===== src/rtl/alu_pkg.sv =====
// Shared definitions for the ALU exception unit: op codes, status bit indices,
// exception cause encoding and the handshake FSM state type.
package alu_pkg;

  localparam logic [3:0] ALU_ADD = 4'b0010;
  localparam logic [3:0] ALU_SUB = 4'b0110;
  localparam logic [3:0] ALU_MUL = 4'b1000;
  localparam logic [3:0] ALU_DIV = 4'b1001;

  localparam int ST_ZERO  = 7;
  localparam int ST_OVF   = 6;
  localparam int ST_CARRY = 5;
  localparam int ST_NEG   = 4;
  localparam int ST_ODD   = 3;
  localparam int ST_DZ    = 2;

  // Only overflow, carry and div-by-zero accumulate; reserved bits never captured.
  localparam logic [7:0] STICKY_MASK  = 8'h64;
  localparam logic [7:0] CAPTURE_MASK = 8'hFC;

  typedef enum logic [1:0] {
    CAUSE_NONE  = 2'd0,
    CAUSE_OVF   = 2'd1,
    CAUSE_DZ    = 2'd2,
    CAUSE_CARRY = 2'd3
  } cause_t;

  typedef enum logic [1:0] {
    IDLE  = 2'd0,
    REQ   = 2'd1,
    DRAIN = 2'd2
  } state_t;

endpackage


===== src/rtl/alu_exc_if.sv =====
// ALU-status input bus and the exception req/ack link to the control unit.
// exc_req is held high until exc_ack is seen high on a rising edge; ack outside REQ is ignored.
interface alu_exc_if #(
  parameter int PC_W = 32
);
  logic            alu_valid;
  logic [3:0]      alu_ctrl;
  logic [7:0]      alu_status;
  logic [PC_W-1:0] pc;
  logic            exc_ack;
  logic            exc_req;
  logic [1:0]      exc_cause;
  logic [PC_W-1:0] exc_epc;

  modport master (
    output alu_valid, alu_ctrl, alu_status, pc, exc_ack,
    input  exc_req, exc_cause, exc_epc
  );

  modport slave (
    input  alu_valid, alu_ctrl, alu_status, pc, exc_ack,
    output exc_req, exc_cause, exc_epc
  );
endinterface


===== src/rtl/alu_exc_detect.sv =====
// Combinational exception cause encoder, priority dz > ov (> carry).
// Carry exceptions exist only when ALU_EXC_CARRY_EN is defined.
module alu_exc_detect
  import alu_pkg::*;
(
  input  logic [3:0] alu_ctrl,
  input  logic [7:0] alu_status,
  input  logic       ovf_en,
  output cause_t     cause
);
  logic dz;
  logic ov;

  assign dz = alu_status[ST_DZ] && (alu_ctrl == ALU_DIV);
  assign ov = alu_status[ST_OVF] && ovf_en &&
              ((alu_ctrl == ALU_ADD) || (alu_ctrl == ALU_SUB) || (alu_ctrl == ALU_MUL));

  always_comb begin
    cause = CAUSE_NONE;
`ifdef ALU_EXC_CARRY_EN
    if (alu_status[ST_CARRY] && (alu_ctrl == ALU_ADD)) cause = CAUSE_CARRY;
`endif
    if (ov) cause = CAUSE_OVF;
    if (dz) cause = CAUSE_DZ;
  end
endmodule


===== src/rtl/alu_exception_unit.sv =====
// EX-stage ALU exception unit: status capture, sticky flags, exception req/ack FSM and stall.
// Optional carry exceptions are enabled with the ALU_EXC_CARRY_EN macro.
module alu_exception_unit
  import alu_pkg::*;
#(
  parameter int PC_W  = 32,
  parameter int CNT_W = 8
) (
  input  logic             clk,
  input  logic             rst_n,
  alu_exc_if.slave         bus,
  input  logic             ovf_en,
  input  logic             sticky_clr,
  output logic [7:0]       status_q,
  output logic [7:0]       sticky_q,
  output logic             stall,
  output logic [CNT_W-1:0] exc_cnt,
  output state_t           state
);
  cause_t det_cause;
  logic   capture;

  alu_exc_detect u_detect (
    .alu_ctrl   (bus.alu_ctrl),
    .alu_status (bus.alu_status),
    .ovf_en     (ovf_en),
    .cause      (det_cause)
  );

  assign capture = (state == IDLE) && bus.alu_valid;
  assign stall   = (state != IDLE);

  always_ff @(posedge clk or negedge rst_n) begin
    if (!rst_n) begin
      state         <= IDLE;
      status_q      <= '0;
      sticky_q      <= '0;
      exc_cnt       <= '0;
      bus.exc_req   <= 1'b0;
      bus.exc_cause <= CAUSE_NONE;
      bus.exc_epc   <= '0;
    end else begin
      // A capture's new bits take precedence over a same-cycle clear.
      if (capture) begin
        status_q <= bus.alu_status & CAPTURE_MASK;
        sticky_q <= (sticky_clr ? 8'h00 : sticky_q) | (bus.alu_status & STICKY_MASK);
      end else if (sticky_clr) begin
        sticky_q <= '0;
      end

      case (state)
        IDLE: begin
          if (capture && (det_cause != CAUSE_NONE)) begin
            state         <= REQ;
            bus.exc_req   <= 1'b1;
            bus.exc_cause <= det_cause;
            bus.exc_epc   <= bus.pc;
            if (exc_cnt != {CNT_W{1'b1}}) exc_cnt <= exc_cnt + {{(CNT_W-1){1'b0}}, 1'b1};
          end
        end
        REQ: begin
          if (bus.exc_ack) begin
            state       <= DRAIN;
            bus.exc_req <= 1'b0;
          end
        end
        DRAIN: begin
          state         <= IDLE;
          bus.exc_cause <= CAUSE_NONE;
        end
        default: begin
          state       <= IDLE;
          bus.exc_req <= 1'b0;
        end
      endcase
    end
  end
endmodule

===== src/flat_wrapper.sv =====
// flat-port wrapper written by rule: the top's interface ports become plain ports
module alu_exception_unit_flat import alu_pkg::*;
#(
  parameter int PC_W  = 32,
  parameter int CNT_W = 8
)
  (clk, rst_n, ovf_en, sticky_clr, status_q, sticky_q, stall, exc_cnt, state, bus_alu_valid, bus_alu_ctrl, bus_alu_status, bus_pc, bus_exc_ack, bus_exc_req, bus_exc_cause, bus_exc_epc);
  alu_exc_if #(.PC_W(PC_W)) bus_i ();
  input  logic clk;
  input  logic rst_n;
  input  logic ovf_en;
  input  logic sticky_clr;
  output logic [7:0] status_q;
  output logic [7:0] sticky_q;
  output logic stall;
  output logic [CNT_W-1:0] exc_cnt;
  output state_t state;
  input wire logic [$bits(bus_i.alu_valid)-1:0] bus_alu_valid;
  input wire logic [$bits(bus_i.alu_ctrl)-1:0] bus_alu_ctrl;
  input wire logic [$bits(bus_i.alu_status)-1:0] bus_alu_status;
  input wire logic [$bits(bus_i.pc)-1:0] bus_pc;
  input wire logic [$bits(bus_i.exc_ack)-1:0] bus_exc_ack;
  output wire logic [$bits(bus_i.exc_req)-1:0] bus_exc_req;
  output wire logic [$bits(bus_i.exc_cause)-1:0] bus_exc_cause;
  output wire logic [$bits(bus_i.exc_epc)-1:0] bus_exc_epc;
  assign bus_i.alu_valid = bus_alu_valid;
  assign bus_i.alu_ctrl = bus_alu_ctrl;
  assign bus_i.alu_status = bus_alu_status;
  assign bus_i.pc = bus_pc;
  assign bus_i.exc_ack = bus_exc_ack;
  assign bus_exc_req = bus_i.exc_req;
  assign bus_exc_cause = bus_i.exc_cause;
  assign bus_exc_epc = bus_i.exc_epc;
  alu_exception_unit #(.PC_W(PC_W), .CNT_W(CNT_W)) u_core (.clk(clk), .rst_n(rst_n), .bus(bus_i), .ovf_en(ovf_en), .sticky_clr(sticky_clr), .status_q(status_q), .sticky_q(sticky_q), .stall(stall), .exc_cnt(exc_cnt), .state(state));
endmodule

===== config.mk =====
export PLATFORM = sky130hd
export DESIGN_NAME = alu_exception_unit_flat
export DESIGN_NICKNAME = d
export VERILOG_FILES = /design/src/rtl/alu_pkg.sv /design/src/rtl/alu_exc_if.sv /design/src/rtl/alu_exc_detect.sv /design/src/rtl/alu_exception_unit.sv /design/src/flat_wrapper.sv
export SDC_FILE = /design/constraint.sdc
export NUM_CORES = 1
export LEC_CHECK = 0
export CAP_MARGIN = 25
export CORE_ASPECT_RATIO = 2
export CORE_MARGIN = 10
export CORE_UTILIZATION = 43
export CTS_CLUSTER_DIAMETER = 50
export DETAILED_ROUTE_END_ITERATION = 8
export GPL_ROUTABILITY_DRIVEN = 0
export GPL_TIMING_DRIVEN = 0
export MAX_ROUTING_LAYER = met4
export PLACE_DENSITY_LB_ADDON = 0.05
export SLEW_MARGIN = 20
export SYNTH_ARGS = -nofsm -noshare
export SYNTH_HDL_FRONTEND = slang
export SYNTH_HIERARCHICAL = 1
export SYNTH_SLANG_ARGS = --single-unit

===== constraint.sdc =====
create_clock -name clk -period 3.8 [get_ports clk]
set_clock_uncertainty 0.2 [all_clocks]
set_input_delay 0.76 -clock clk [delete_from_list [all_inputs] [get_ports clk]]
set_output_delay 0.76 -clock clk [all_outputs]
set_load 0.05 [all_outputs]

==> metrics.yaml <==
worst_setup_path:
  crit_path_max_incr_delay_ps: 700
  cp.required_ps: 2840
  path_max_fanout: 8
  end_kind: "output pin"
  r2r_slack_ps: 1940
  arrival_ps: 1830
  crit_type: "reg -> out"
  crit_chain: "or2_2 > clkdlybuf4s50_1"
  crit_slowest_cell: "clkdlybuf4s50_1"
  setup.worst_path.start_class: "register"
clock_network:
  postCtsHoldBufs: 0
  cts_setup_buffers: 0
  cts_tree: "yes"
  cts_root_buf: "clkbuf_8"
  cts.htree.levels: 2
  clockBufferDepth: 2
  clock_sinks: 54
  path_clk_slew_ps: 100
  clock_latency_ps: 320
  cts_resized: 0
  cts_buffers: 5
floorplan:
  die_area_mm2: 0.00878
  num_io_pins: 112
  die_w_um: 71.4
  start_util: 0.443
  core_area_mm2: 0.00514
  rows: 37
  die_height_um: 123
synth:
  synth_mux_area_frac: 0.0198
  synth.top_cell.area_share: 0.594
  synth_xor_area_frac: 0.0231
  synthFlopType: "dfrtp_1"
  syn_area_mm2: 0.00228
  yosys_warnings: 6
  synthSimpleGateAreaFrac: 0.240
  synth_common_cells: "nand2_1 (111), dfrtp_1 (54), o21ai_0 (10)"
  netlist_instances: 236
  synth_largest_area_cell: "dfrtp_1"
  synthAdderAreaFrac: 0.00550
  ys_ff_latch: 54
  synth_most_common_cell: "nand2_1"
  synth-compound-area-share: 0.0594
  synth_top_family_by_area: "simple AND/OR/NAND/NOR gates"
  syn_avg_cell_area_um2: 9.64
  synth_area_leaders: "dfrtp_1 (59%), nand2_1 (18%), buf_4 (2.6%)"
  synth-seq-area-share: 0.594
  synth.distinct_cells: 33
  synth_edf_count: 0
  async_flop_share: 1.00
route:
  drt_iter0_drc: 148
  via_per_inst: 4.60
  wl_um: 6040
  ant_nets: 0
  drt_first_pass_iters: 6
  num_vias: 1886
  wl_per_cell_um: 14.7
  drcViolationCount: 0
global_routing:
  antenna_found_initial: 0
  grt_pass1_vias: 1894
  overflow: 0
  grt_pass1_wl_um: 9490
  grt_max_degree: 55
  grt.total_usage: 0.138
sta:
  tns_ps: 0
  rsz0062_at_grt: "false"
  period_minus_slack_ps: 2790
  worstMarginPinSlew_ps: 679
  timing.fmax_mhz: 359
  maxSlewHeadroom: 0.547
  final_hold_viol_count: 0
  fin_crit_sh: 0.733
  holdWs_ps: 272
  setup_viol: 0
  finalMaxSlewViolations: 0
layout:
  multi_input_area_um2: 817
  nNetsFinal: 402
  fillers: 451
  diodes: 0
  layout-drive-gt1-share: 0.0966
  areaGrowthSynthToFinish_pct: 52.9
  regArea_mm2: 0.00135
pwr:
  ir_drop_uv: 478
  p_per_area_mw_per_mm2: 609
  p_leak_uw: 0.00167
outcome:
  status: "complete, no violations"
place:
  dp_hpwl_um: 4670
  portBuffers: 102
run:
  maxCapViolations: 0
min_path:
  min_path_type: "in -> async"
[registers in the layout, indices dropped and copies added (netlist names)]
register              flops
u_core/exc_cnt            8
u_core/status_q           6
u_core/state              2
u_core/sticky_q           3
u_core/bus.exc_epc       32
u_core/bus.exc_req        1
u_core/bus.exc_cause      2
[worst paths after layout]
path                                                    start                                  to  depth (start not counted)
max in group asynchronous                               rst_n       u_core/exc_cnt[2]$_DFFE_PN0P_                          1
hold / removal                                          rst_n        u_core/sticky_q[6]$_DFF_PN0_                          1
hold reg to reg            u_core/bus.exc_epc[28]$_DFFE_PN0P_  u_core/bus.exc_epc[28]$_DFFE_PN0P_                          2
setup / recovery                  u_core/state[0]$_DFFE_PN0P_                               stall                          2
setup reg to reg                  u_core/state[0]$_DFFE_PN0P_  u_core/bus.exc_epc[14]$_DFFE_PN0P_                          6
min in group clk           u_core/bus.exc_epc[28]$_DFFE_PN0P_  u_core/bus.exc_epc[28]$_DFFE_PN0P_                          2
[power breakdown]
part	internal, uW	total [uW]	switching (uW)
combinational	338	1000	665
sequential	707	790	83.4
clock	130	326	196
total	1180	2120	945
[placed cells by master, fill, tap and decap left out, types with 2 or more instances in the layout]
master,instances
clkdlybuf4s50_1,101
conb_1,7
inv_1,7
o21ai_0,10
clkbuf_1,2
mux2_2,4
nor2_1,4
nor3_1,2
buf_4,9
nand2_1,111
nand3_1,2
a22oi_1,2
buf_2,5
dfrtp_1,54
xor2_1,5
clkbuf_8,5
[logic make-up (layout without fill, tap and decap cells)]
| logic type | count (synthesis) | count (layout) |
|---|---|---|
| and+or+nand+nor | 128 | 128 |
| DFF | 54 | 54 |
| adders and majority gates | 1 | 1 |
| buffers and inverters | 23 | 133 |
| other | 1 | 7 |
| AOI/OAI and AO/OA | 19 | 19 |
| muxes | 4 | 4 |
| xor gates and xnor gates | 6 | 6 |
[layer usage]
| layer | track usage | share of wire |
|---|---|---|
| met1 | 0.154 | 0.40 |
| met2 | 0.223 | 0.52 |
| met3 | 0.0412 | 0.065 |
| met4 | 0.0584 | 0.016 |
| met5 | - | 0 |
[critical path, delay by kind of cell, from the launching register on]
kind | cells | cell delay [ps]
and+or+nand+nor | 1 | 320
buffers and inverters | 1 | 700
DFF | 1 | 490
[area by class of cell]
cell class	count	area share
multi-input combinational	165	0.235
clock inverter	3	0.00611
buffer	16	0.0298
timing repair buffer	102	0.293
inverter	7	0.00755
clock buffer	5	0.0198
tap	58	0.0209
sequential	54	0.388
[metrics by stage]
stage	power, uW	utilization	setup slack (ps)	std cells	instance area [um2]
final	2120	0.677	1010	410	3480
after global routing	2230	0.677	897	410	3480
after CTS	2150	0.677	981	410	3480
after detailed placement	1820	0.660	728	402	3390
after global placement	1810	0.660	29.7	402	3390
after floorplan	1430	-	1360	242	2300
No activity file was read; power rests on OpenSTA's default activity.
